==> config.mk <==
export PLATFORM = sky130hd
export DESIGN_NAME = traffic_light_timed
export DESIGN_NICKNAME = d
export VERILOG_FILES = /design/src/rtl/traffic_light_timed.sv
export SDC_FILE = /design/constraint.sdc
export NUM_CORES = 1
export LEC_CHECK = 0
export CORE_MARGIN = 5
export CORE_UTILIZATION = 40
export DETAILED_ROUTE_END_ITERATION = 8
export PLACE_DENSITY = 0.69
export SYNTH_ARGS = -nofsm -noshare
export SYNTH_HDL_FRONTEND = slang
export SYNTH_SLANG_ARGS = --single-unit
==> constraint.sdc <==
create_clock -name clk -period 1.93 [get_ports clk]
set_clock_uncertainty 0.05 [all_clocks]
set_input_delay 0.386 -clock clk [delete_from_list [all_inputs] [get_ports clk]]
set_output_delay 0.386 -clock clk [all_outputs]
set_load 0.005 [all_outputs]
==> src/rtl/traffic_light_timed.sv <==
// Two-road intersection controller: timed main/side phases, latched side request, all-red clearance, flash mode.
// Latency: lamps and phase decode combinationally from the state register; side_req reaches req_pending in 1 cycle.
// Backpressure: none; side_req and flash are sampled every cycle and never stalled.
module traffic_light_timed #(
    parameter int CNT_W        = 8,
    parameter int GREEN_T      = 20,
    parameter int SIDE_GREEN_T = 10,
    parameter int YELLOW_T     = 4,
    parameter int ALLRED_T     = 2,
    parameter int FLASH_T      = 4
) (
    input  logic       clk,
    input  logic       reset,
    input  logic       side_req,
    input  logic       flash,
    output logic       main_red,
    output logic       main_yellow,
    output logic       main_green,
    output logic       side_red,
    output logic       side_yellow,
    output logic       side_green,
    output logic [2:0] phase,
    output logic       req_pending
);

    // Encodings are visible on the phase port, so they are fixed explicitly.
    typedef enum logic [2:0] {
        S_MG  = 3'd0,
        S_MY  = 3'd1,
        S_AR1 = 3'd2,
        S_SG  = 3'd3,
        S_SY  = 3'd4,
        S_AR2 = 3'd5,
        S_FL  = 3'd6
    } state_e;

    // Timer reload values: a state lasts (load + 1) cycles because it ends when the timer reads 0.
    localparam logic [CNT_W-1:0] LD_GREEN  = CNT_W'(GREEN_T - 1);
    localparam logic [CNT_W-1:0] LD_SIDE   = CNT_W'(SIDE_GREEN_T - 1);
    localparam logic [CNT_W-1:0] LD_YELLOW = CNT_W'(YELLOW_T - 1);
    localparam logic [CNT_W-1:0] LD_ALLRED = CNT_W'(ALLRED_T - 1);
    localparam logic [CNT_W-1:0] LD_FLASH  = CNT_W'(FLASH_T - 1);

    state_e           state_q, state_d;
    logic [CNT_W-1:0] timer_q, timer_d;
    logic             blink_q, blink_d;
    logic             pend_q,  pend_d;

    logic             timer_done;
    logic [CNT_W-1:0] timer_dec;
    logic             enter_serve;

    assign timer_done = (timer_q == '0);
    assign timer_dec  = timer_q - CNT_W'(1);

    // State, timer, blink and request registers; reset parks in all-red clearance before main green.
    always_ff @(posedge clk or negedge reset) begin
        if (!reset) begin
            state_q <= S_AR2;
            timer_q <= LD_ALLRED;
            blink_q <= 1'b0;
            pend_q  <= 1'b0;
        end else begin
            state_q <= state_d;
            timer_q <= timer_d;
            blink_q <= blink_d;
            pend_q  <= pend_d;
        end
    end

    // Next-state and timer: flash overrides everything; main green waits at timer 0 for a request.
    always_comb begin
        state_d = state_q;
        timer_d = timer_q;
        blink_d = blink_q;
        if (flash && (state_q != S_FL)) begin
            state_d = S_FL;
            timer_d = LD_FLASH;
            blink_d = 1'b1;
        end else begin
            case (state_q)
                S_MG: begin
                    if (timer_done) begin
                        if (pend_q) begin
                            state_d = S_MY;
                            timer_d = LD_YELLOW;
                        end
                    end else begin
                        timer_d = timer_dec;
                    end
                end
                S_MY: begin
                    if (timer_done) begin
                        state_d = S_AR1;
                        timer_d = LD_ALLRED;
                    end else begin
                        timer_d = timer_dec;
                    end
                end
                S_AR1: begin
                    if (timer_done) begin
                        state_d = S_SG;
                        timer_d = LD_SIDE;
                    end else begin
                        timer_d = timer_dec;
                    end
                end
                S_SG: begin
                    if (timer_done) begin
                        state_d = S_SY;
                        timer_d = LD_YELLOW;
                    end else begin
                        timer_d = timer_dec;
                    end
                end
                S_SY: begin
                    if (timer_done) begin
                        state_d = S_AR2;
                        timer_d = LD_ALLRED;
                    end else begin
                        timer_d = timer_dec;
                    end
                end
                S_AR2: begin
                    if (timer_done) begin
                        state_d = S_MG;
                        timer_d = LD_GREEN;
                    end else begin
                        timer_d = timer_dec;
                    end
                end
                S_FL: begin
                    // Leaving flash always passes through all-red so no green follows a blink directly.
                    if (!flash) begin
                        state_d = S_AR2;
                        timer_d = LD_ALLRED;
                    end else if (timer_done) begin
                        timer_d = LD_FLASH;
                        blink_d = ~blink_q;
                    end else begin
                        timer_d = timer_dec;
                    end
                end
                default: begin
                    state_d = S_AR2;
                    timer_d = LD_ALLRED;
                end
            endcase
        end
    end

    // Side request latch: entering side green (served) or flash (abandoned) clears it, and that clear wins.
    always_comb begin
        pend_d      = pend_q;
        enter_serve = ((state_d == S_SG) && (state_q != S_SG)) ||
                      ((state_d == S_FL) && (state_q != S_FL));
        if (enter_serve) begin
            pend_d = 1'b0;
        end else if (side_req && (state_q != S_SG) && (state_q != S_FL)) begin
            pend_d = 1'b1;
        end
    end

    // Lamp decode: one lamp per road except in flash; unknown encodings show all red.
    always_comb begin
        main_red    = 1'b0;
        main_yellow = 1'b0;
        main_green  = 1'b0;
        side_red    = 1'b0;
        side_yellow = 1'b0;
        side_green  = 1'b0;
        case (state_q)
            S_MG: begin
                main_green = 1'b1;
                side_red   = 1'b1;
            end
            S_MY: begin
                main_yellow = 1'b1;
                side_red    = 1'b1;
            end
            S_SG: begin
                main_red   = 1'b1;
                side_green = 1'b1;
            end
            S_SY: begin
                main_red    = 1'b1;
                side_yellow = 1'b1;
            end
            S_FL: begin
                main_yellow = blink_q;
                side_red    = 1'b1;
            end
            default: begin
                main_red = 1'b1;
                side_red = 1'b1;
            end
        endcase
    end

    assign phase       = state_q;
    assign req_pending = pend_q;

endmodule
# Word level (Yosys, flattened, before mapping)
# Cells that the tools add are included.
word_totals:
  reg_bits: 13
  inputBits: 4
  out_inout_bits: 10
  wordCells: 64
classes:
  n_addsub: 1
  n_eq_ne: 11
  mux: 31
  bitwise: 1
  n_reduce_logical: 16
op_table:
  columns: ["operator", "count"]
  rows:
  - ["two-way mux 8 bit", 8]
  - ["one-hot mux 8 bit (6 select lines)", 1]
  - ["two-way mux 3 bit", 9]
  - ["one-hot mux 3 bit (7 select lines)", 1]
  - ["equality test 3 bit (second input constant)", 4]
  - ["two-way mux 1 bit", 11]
  - ["equality test 3 x 2 -> 1 bit (second input constant)", 3]
  - ["zero test 8 bit", 1]
  - ["nonzero test 2 bit", 4]
  - ["subtractor 8 x 1 -> 8 bit (second input constant)", 1]
  - ["logical AND 1 bit", 5]
  - ["!= test 4 bit (second input constant)", 1]
  - ["OR reduction 2 bit", 2]
  - ["equality test 3 x 1 -> 1 bit (second input constant)", 1]
  - ["zero test 3 bit", 1]
  - ["!= test 3 x 2 -> 1 bit (second input constant)", 1]
  - ["!= test 3 bit (second input constant)", 1]
  - ["AND reduction 3 bit", 1]
  - ["OR reduction 3 bit", 1]
  - ["one-hot mux 1 bit (2 select lines)", 1]
  - ["logical OR 1 bit", 1]
  - ["NOT 1 bit", 1]

# Logic depth before layout (Yosys ltp)
# Gate-level depths: netlist (run 1).
depth:
  depth_word: 8
  mapped_depth: 7
  mapped_depth_nobuf: 6

# Worst setup path after synthesis (run 1)
# No wires, ideal clock.
synth_timing:
  path_type: "register -> register"
  from: "reg timer_q[0]"
  to: "reg timer_q[1]"
  setup_time_ns: 0.126
  t_arrival_ns: 1.534
  required_time_ns: 1.754
  path_slack_ns: 0.220
  stages_incl_launch_ff: 8
  n_path_buf: 1
  period_less_slack_ns: 1.710
  path_cell_list: "dfstp_2 -> inv_1 -> ha_1 -> nor3b_1 -> nand2_2 -> buf_2 -> nor3_1 -> a221o_1"
synth_between:
  elab_chain_cells: 5
  elab_cells_between_ends: 11
  cone_classes: "1 x add/sub; 1 x eq/ne; 8 x mux; 1 x reduce/logical"
synth_lines:
  columns: ["item", "line", "text"]
  rows:
  - ["start, declared", "45", "logic [CNT_W-1:0] timer_q, timer_d;"]
  - ["start signal, assigned", "65", "timer_q <= timer_d;"]
  - ["subtractor 8 x 1 -> 8 bit / zero test 8 bit (equally long branches)", "54, 53", null]
  - ["two-way mux 8 bit", "109, 137", null]
  - ["two-way mux 8 bit", "134", "if (!flash) begin"]
  - ["one-hot mux 8 bit (6 select lines)", "81", "case (state_q)"]
  - ["two-way mux 8 bit", "76", "if (flash && (state_q != S_FL)) begin"]
# Several ways; a longest one is shown, not always the timed one.
# A chain may end at the register's enable or synchronous reset.

# Worst setup path in the final report (run 1)
# Same ends and word-level chain as after synthesis.

==> impl_metrics.toml, run 1 <==
[yosys]
seq_area_frac_synth_pct = 38.0
netlist_top_cells_count = "nor2_1, dfrtp_1, nand2_1"
ys_ff_latch = 13
synth_top_area_share_pct = 28.9
synth_flop_cell = "dfrtp_1"
yosys_warnings = 0
synth.most_common_cell = "nor2_1"
synth.avg_cell_area_sq_um = 8.66
synth-edff-count = 0
synthTopCellsByArea = "dfrtp_1, dfstp_2, nor2_1"
async_flop_share_pct = 100
synth_cells = 100
synth_top_area_cell = "dfrtp_1"
syn-num-nets = 106
ys_types = 37
netlist_area_sq_um = 866

[global_routing]
grt_pass1_vias = 792
grt_max_degree = 14
grt_pass1_wl_um = 3750
grt.overflow.total = 0
antenna_found_initial = 0
grtUsageTotal_pct = 14.8

[detailed_routing]
route.met3.wl_um = 132
drc = 0
viasPerCell = 5.58
drtPass1Iterations = 4
num_vias = 848
wl_per_cell_um = 14.7
routed_wl_um = 2240
wl_met2_um = 1090
wirelength_met1_um = 973
top_layer_used = "met4"
drt_iter0_drc = 31
antenna_left = 0

[floorplan]
die_h_um = 56.5
die_w_um = 56.5
core_area_sq_mm = 0.00202
die_area_sq_mm = 0.00320
row_count = 16
pin_count = 14
start_util_pct = 42.8

[setup_path]
r2r_start = "timer_q[0]"
cp_data_required_time_ns = 2.05
cp_slowest_cell = "dfstp_2"
crit_family = "flip-flops"
path_class = "register to register"
arrival_ns = 2.00
crit_chain = "inv_1 > ha_2 > nor3b_2 > buf_4 > nand2_2 > buf_6 > nor3_1 > a221o_1"
reg2reg_slack_ns = 0.05
path_buf_inv = 3
cp-start-kind = "register"
reg2regPathDepth = 8
cp_max_fo = 10
end_kind = "register"
worstReg2RegEnd = "timer_q[1]"
startpoint = "timer_q[0]"
critPathMaxStageDelay_ns = 0.56

[layout]
drive_gt1_share_pct = 26.4
post-route-util_pct = 57.8
area.growth.synth_to_final_pct = 35.0
diodes = 0
fin_nets = 132
n_fill_cell = 171

[power]
vdd_drop_max_uv = 569
power_density_mw_per_mm2 = 1080
p_leak_nw = 0.530

[clock_tree]
htreeDepth = 1
cts_root_buffer = "clkbuf_4"
numCtsBuffers = 3
cts_buffer_depth = 2
holdBufCountCts = 0
clk_latency_ns = 0.28
cts.reportedPaths.clkPinSlew_ns = 0.08
cts_tree = "built"
cts.sink_count = 13

[sta]
min_period_over_period_pct = 97.6
worst_pin_slew_ns = 0.581
setup_slack_ns = 0.0469
hold_viol = 0
finalSetupViolations = 0
period_minus_slack_ns = 1.88
tns_ns = 0
drv_slew = 0
max_freq_ghz = 0.531
maxSlewHeadroom_pct = 61.2

[run]
max-cap-violations = 0

[placement]
dp.final_hpwl_um = 1630
numPortBuffers = 13
gp_congestion = 0.812
dp_slack_ns = 0.0559

[worst_hold_path]
min_path_type = "input port to asynchronous set/reset pin"

[status]
status = "finished clean"
## layout by cell type, fill, tap and decap left out, types with 2 or more instances in the layout
cell | Yosys | layout
buf_4 | 0 | 10
dlygate4sd2_1 | 0 | 3
a32oi_1 | 2 | 2
nand3_1 | 3 | 3
nand2_2 | 1 | 2
nand2b_1 | 5 | 4
nand2_1 | 9 | 8
nor3_1 | 4 | 4
buf_6 | 0 | 3
clkbuf_4 | 0 | 3
nor2_1 | 11 | 10
clkdlybuf4s50_1 | 0 | 6
mux2i_1 | 3 | 3
o22a_1 | 2 | 2
o211ai_1 | 2 | 2
dfrtp_1 | 10 | 10
clkdlybuf4s15_1 | 0 | 2
dfstp_2 | 3 | 3
a21oi_1 | 6 | 6
o21ai_0 | 4 | 4
xnor2_1 | 3 | 3
inv_1 | 7 | 6
## report_power, final
part	internal, mW	switching (mW)	leakage, nW
Combinational	0.335	0.304	0.358
Clock	0.0803	0.0922	0.0150
Sequential	0.354	0.0978	0.158
## stage by stage
stage	total power, mW	hold WS, ns	instance area [sq um]	instances
5_1_grt	1.36	0.484	1170	152
3_5_place_dp	1.05	0.484	1080	145
6_report	1.26	0.419	1170	152
3_3_place_gp	1.03	0.480	1080	145
4_1_cts	1.23	0.457	1120	150
2_1_floorplan	0.837	0.0404	866	100
## state kept, by name, indices dropped and copies added, names as in the netlist
name,cells
req_pending,1
blink_q,1
phase,3
timer_q,8
## worst reg2reg max path: stages (launching register included)
cell and delay [ns]:
dfstp_2 0.56, inv_1 0.07, ha_2 0.19, nor3b_2 0.15, buf_4 0.14, nand2_2 0.07
buf_6 0.13, nor3_1 0.05, a221o_1 0.35
## worst max-delay path by stage
stage / cells after the start / end / slack, ns
2_1_floorplan: 7 / timer_q[1] / 0.22
3_3_place_gp: 5 / side_red / 0.1
3_5_place_dp: 8 / timer_q[1] / 0.06
4_1_cts: 5 / side_red / 0.03
5_1_grt: 7 / timer_q[1] / -0.02
6_report: 8 / timer_q[1] / 0.05
## kinds of logic after synthesis
group                      count (synthesis)  synth area share [%]
buffers and inverters                     12                  5.49
and+or+nand+nor                           40                  24.1
DFF                                       13                  38.0
muxes                                      4                  4.77
adders and majority gates                  2                  2.89
AOI/OAI and AO/OA                         25                  20.7
xor gates and xnor gates                   4                  4.05
## layer usage
layer	GRT usage [%]	vias up
li1	-	403
met1	19.4	411
met2	22.3	30
met3	5.50	4
met4	5.08	0
met5	0	-
## cell type report
type | instances | area [sq um] | share of cell area (%)
clock buffers | 4 | 26.3 | 2.25
inverters | 7 | 26.3 | 2.25
multi-input cells | 75 | 520 | 44.5
flip-flops and latches | 13 | 329 | 28.2
well taps | 27 | 33.8 | 2.89
repair buffers | 26 | 233 | 19.9
## timing repair
action                                  in CTS  in global routing
setup buffers                                1                  2
gates cloned                                 0                  0
pin swaps                                    0                  3
gates resized for setup                      9                 13
endpoints found under the hold margin        0                  0
endpoints found under the setup margin       6                  7
(Power assumes the default switching activity.)
==> run 2: changes to the inputs <==
==> constraint.sdc (replaced) <==
create_clock -name clk -period 1.93 [get_ports clk]
set_clock_uncertainty 0.05 [all_clocks]
set_input_delay 0.579 -clock clk [delete_from_list [all_inputs] [get_ports clk]]
set_output_delay 0.579 -clock clk [all_outputs]
set_load 0.005 [all_outputs]
==> run 2 against run 1 <==
The run now ends with negative setup slack left; setup slack worse by 0.14 ns; clock power hardly changed; sequential share of layout area is 2.7 points lower; hold slack better by 0.071 ns; highest routed layer unchanged; utilization is 6.4 points higher; clock-buffer cell count stayed put; maximum frequency is 6.9% lower.
==> impl_metrics.toml, run 2 (same netlist as run 1, synthesis figures left out) <==
[layout]
fin_nets = 146
area.growth.synth_to_final_pct = 49.9
drive_gt1_share_pct = 43.9
diodes = 0
post-route-util_pct = 64.2
regMostFlops = "timer_q"
largest_reg_flops = 8
final_cell_mix = "buf_4, dfrtp_1, nand2_1, buf_6"
n_fill_cell = 154
final_area_sq_mm = 0.00130
layout_commonest_cell = "buf_4"

[detailed_routing]
drt_iter0_drc = 44
routed_wl_um = 2520
antenna_left = 0
wl_per_cell_um = 15.2
drc = 0
viasPerCell = 5.45
drtPass1Iterations = 4
num_vias = 905

[sta]
worst_pin_slew_ns = 0.414
period_minus_slack_ns = 2.02
timing.hold.ws_ns = 0.490
rsz0062_at_grt = "yes"
min_period_over_period_pct = 105
drv_slew = 0
finalSetupViolations = 5
max_freq_ghz = 0.494
setup_slack_ns = -0.0923
hold_viol = 0
maxSlewHeadroom_pct = 72.2

[setup_path]
arrival_ns = 1.39
cp_data_required_time_ns = 1.30
path_class = "register to output port"
crit_chain = "buf_12 > nand2b_4 > nor2_2 > nor2_2 > buf_2"
path_buf_inv = 2
crit_family = "flip-flops"
cp_common_cell = "nor2_2"
cp_max_fo = 4
cp_slowest_cell = "dfstp_2"
cp-start-kind = "register"
startpoint = "phase[0]"
r2r_start = "timer_q[0]"
critPathMaxStageDelay_ns = 0.57
end_kind = "output port"

[clock_tree]
cts.sink_count = 13
cts_buffer_depth = 2
htreeDepth = 1
numCtsBuffers = 3
cts_tree = "built"
cts.reportedPaths.clkPinSlew_ns = 0.08
holdBufCountCts = 0
clk_latency_ns = 0.28
cts_root_buffer = "clkbuf_4"

[run]
max-cap-violations = 0

[power]
p_sw_share_pct = 38.6
p_int_uw = 835
p_leak_nw = 0.601
p_clk_share_pct = 12.5
vdd_drop_max_uv = 668
seqPwrFrac_pct = 33.2
combPwrFrac_pct = 54.3
p_sw_uw = 525
power_density_mw_per_mm2 = 1050
power_mw = 1.36

[floorplan]
die_w_um = 56.5
die_area_sq_mm = 0.00320
start_util_pct = 42.8
row_count = 16
core_area_sq_mm = 0.00202
die_h_um = 56.5
pin_count = 14

[global_routing]
grt.overflow.total = 0
top_usage_layer = "met2"
grt_pass1_vias = 937
grtUsageMet2_pct = 27.2
grtUsageMet1_pct = 19.4
grtUsageTotal_pct = 16.3
grt_max_degree = 14
use_met3_pct = 5.05
antenna_found_initial = 0
grt_pass1_wl_um = 4170

[placement]
dp.final_hpwl_um = 1600
dp_slack_ns = -0.124
numPortBuffers = 13
postPlaceCellArea_sq_mm = 0.00113
gp_congestion = 0.780

[worst_hold_path]
hold_path_startpoint = "blink_q"
min_path_type = "register to register"

[status]
status = "complete, but fails checks"
violations = "negative setup slack"
## run 2: cell count changes in the layout (fill, tap and decap cells not counted), sizes merged
| cell | before | now |
|---|---|---|
| buf | 13 | 33 |
| clkdlybuf4s15 | 2 | 0 |
| clkdlybuf4s50 | 6 | 4 |
| dlygate4sd2 | 3 | 2 |
| dlymetal6s2s | 1 | 0 |
## run 2: layout make-up
| cell class | instances | area, sq um | area share [%] |
|---|---|---|---|
| clock buffer | 4 | 26.3 | 2.03 |
| timing repair buffer | 40 | 337 | 25.9 |
| inverter | 7 | 28.8 | 2.22 |
| tap | 27 | 33.8 | 2.60 |
| multi-input combinational | 75 | 542 | 41.8 |
| sequential | 13 | 330 | 25.5 |
## run 2: routing by layer
metal | up-vias | share of wire (%)
met2 | 34 | 51
met1 | 435 | 42
li1 | 430 | -
met3 | 6 | 5.4
met4 | 0 | 1.8
met5 | - | 0
## run 2: repair_timing
action,in CTS,in global routing
setup endpoints to repair,9,9
gates resized for setup,39,15
buffers inserted,8,4
pin swaps,5,5
## run 2: stage by stage
step / setup TNS, ns / cells
6_report: -0.250 / 166
5_1_grt: -0.614 / 166
4_1_cts: -0.0947 / 163
3_5_place_dp: -0.320 / 151
3_3_place_gp: -0.206 / 151
2_1_floorplan: 0 / 100
## run 2: worst paths after layout
kind,endpoint,slack (ns),depth (start not counted)
max,side_red,-0.09,5
min,blink_q,0.49,1
max reg2reg,timer_q[1],0.08,8
min reg2reg,blink_q,0.49,1
max in group asynchronous,timer_q[0],1.04,2
min in group asynchronous,timer_q[4],0.55,2
## run 2: power by group through the flow
stage	logic (mW)	clock network [mW]	registers, mW
6_report	0.738	0.170	0.452
5_1_grt	0.805	0.190	0.462
4_1_cts	0.663	0.175	0.445
3_5_place_dp	0.621	0	0.447
3_3_place_gp	0.610	0	0.444
2_1_floorplan	0.407	0	0.430
==> run 3: changes to the inputs <==
--- a/config.mk
+++ b/config.mk
@@ -9,6 +9,7 @@
 export CORE_UTILIZATION = 40
 export DETAILED_ROUTE_END_ITERATION = 8
 export PLACE_DENSITY = 0.69
+export RECOVER_POWER = 100
 export SYNTH_ARGS = -nofsm -noshare
 export SYNTH_HDL_FRONTEND = slang
 export SYNTH_SLANG_ARGS = --single-unit
==> run 3 against run 2 <==
The run still ends with negative setup slack left; critical path depth unchanged; clock-buffer cell count unchanged; final area decreased by 0.87%; non-clock buffer count unchanged; via count increased by 2.0%; sequential power decreased by 1%; largest power group unchanged.
==> impl_metrics.toml, run 3 (same netlist as run 1, synthesis figures left out) <==
[sta]
rsz0062_at_grt = "yes"
min_period_over_period_pct = 105
max_freq_ghz = 0.494
worst_pin_slew_ns = 0.719
drv_slew = 0
maxSlewHeadroom_pct = 52.1
period_minus_slack_ns = 2.02
tns_ns = -0.325
hold_viol = 0
finalSetupViolations = 7
setup_slack_ns = -0.0950

[floorplan]
die_h_um = 56.5
pin_count = 14
die_w_um = 56.5
core_area_sq_mm = 0.00202
start_util_pct = 42.8
row_count = 16
die_area_sq_mm = 0.00320

[power]
p_int_uw = 821
p_clk_share_pct = 12.7
vdd_drop_max_uv = 661
p_sw_uw = 523
combPwrFrac_pct = 54.0
p_sw_share_pct = 38.9
p_leak_nw = 0.596
seqPwrFrac_pct = 33.3
power_mw = 1.34
power_density_mw_per_mm2 = 1040

[placement]
dp_slack_ns = -0.124
place_inst = 151
dp.final_hpwl_um = 1600
gp_congestion = 0.780
numPortBuffers = 13

[global_routing]
top_usage_layer = "met2"
grt_pass1_vias = 937
antenna_found_initial = 0
grt_pass1_wl_um = 4170
grt_max_degree = 14
use_met3_pct = 5.05
grtUsageTotal_pct = 16.3
grtUsageMet2_pct = 27.2
grt.overflow.total = 0
grtUsageMet1_pct = 19.4

[setup_path]
cp_max_fo = 4
path_buf_inv = 2
path_class = "register to output port"
cp_slowest_cell = "dfstp_2"
reg2reg_slack_ns = -0.04
cp_common_cell = "nor2_2"
critPathMaxStageDelay_ns = 0.57
cp-start-kind = "register"
worstReg2RegEnd = "timer_q[1]"
end_kind = "output port"
startpoint = "phase[0]"
cp_data_required_time_ns = 1.30
reg2regPathDepth = 7
arrival_ns = 1.40
crit_chain = "buf_12 > nand2b_4 > nor2_2 > nor2_2 > buf_2"
cp.depth = 5
r2r_start = "timer_q[1]"
crit_family = "flip-flops"

[detailed_routing]
antenna_left = 0
drc = 0
drt_iter0_drc = 36
wl_per_cell_um = 15.2
viasPerCell = 5.56
num_vias = 923
routed_wl_um = 2520
drtPass1Iterations = 4

[layout]
regMostFlops = "timer_q"
diodes = 0
final_cells = 166
n_fill_cell = 156
fin_nets = 146
layout_commonest_cell = "buf_4"
post-route-util_pct = 63.6
area.growth.synth_to_final_pct = 48.6
largest_reg_flops = 8
final_cell_mix = "buf_4, dfrtp_1, nand2_1, buf_6"
drive_gt1_share_pct = 39.6

[clock_tree]
cts.reportedPaths.clkPinSlew_ns = 0.08
cts_root_buffer = "clkbuf_4"
htreeDepth = 1
clk_latency_ns = 0.28
cts_tree = "built"
cts.sink_count = 13
numCtsBuffers = 3
holdBufCountCts = 0
cts_buffer_depth = 2

[worst_hold_path]
min_to = "blink_q"
min_path_type = "register to register"
hold_path_startpoint = "blink_q"
hold_depth = 1

[run]
max-cap-violations = 0

[status]
violations = "negative setup slack"
status = "complete, but fails checks"
## run 3: changes by cell type in the layout (fill, tap and decap cells not counted), sizes merged
cell / change
clkdlybuf4s50: -2
buf: -2
clkbuf: +2
dlygate4sd3: +2
## run 3: worst max path at each step
stage / end / slack (ns)
floorplan: side_red / 0.11
global placement: side_red / -0.07
detailed placement: main_yellow / -0.12
CTS: side_red / -0.04
global route: side_red / -0.16
finish: side_red / -0.09
## run 3: worst register-to-register path, stage by stage (launching register included)
cell and delay (ns):
dfrtp_1 0.41, inv_1 0.09, ha_1 0.18, nor3b_2 0.17, buf_4 0.14, and2_0 0.27
o2111ai_1 0.18, a221o_1 0.35
## run 3: repair_timing
action,in CTS,in global routing
resized for setup,39,15
pin swaps,5,5
setup buffers,8,4
hold endpoints to repair,0,0
gates cloned,0,0
setup endpoints to repair,9,9
## run 3: power groups by stage
stage / logic (mW) / registers [mW] / clock network, mW
final: 0.725 / 0.447 / 0.171
after global routing: 0.791 / 0.458 / 0.190
after global placement: 0.610 / 0.444 / 0
after detailed placement: 0.621 / 0.447 / 0
after CTS: 0.663 / 0.445 / 0.175
after floorplan: 0.407 / 0.430 / 0
## run 3: cell type report
type / instances / area, sq um / share of cell area, %
repair buffers: 40 / 329 / 25.6
multi-input cells: 75 / 538 / 41.8
clock buffers: 4 / 26.3 / 2.04
well taps: 27 / 33.8 / 2.63
flip-flops and latches: 13 / 330 / 25.7
inverters: 7 / 28.8 / 2.24
## run 3: through the flow
stage	area (sq um)	hold slack, ns
after floorplan	866	0.233
after global placement	1130	0.465
after detailed placement	1130	0.463
after CTS	1230	0.488
after global routing	1290	0.521
final	1290	0.491
## run 3: metal layers
metal	share of wire, %	routed length [um]	vias to the layer above
met1	41	1040	448
met4	2.3	57	0
li1	-	-	430
met2	50	1260	39
met5	0	0	-
met3	6.2	157	6
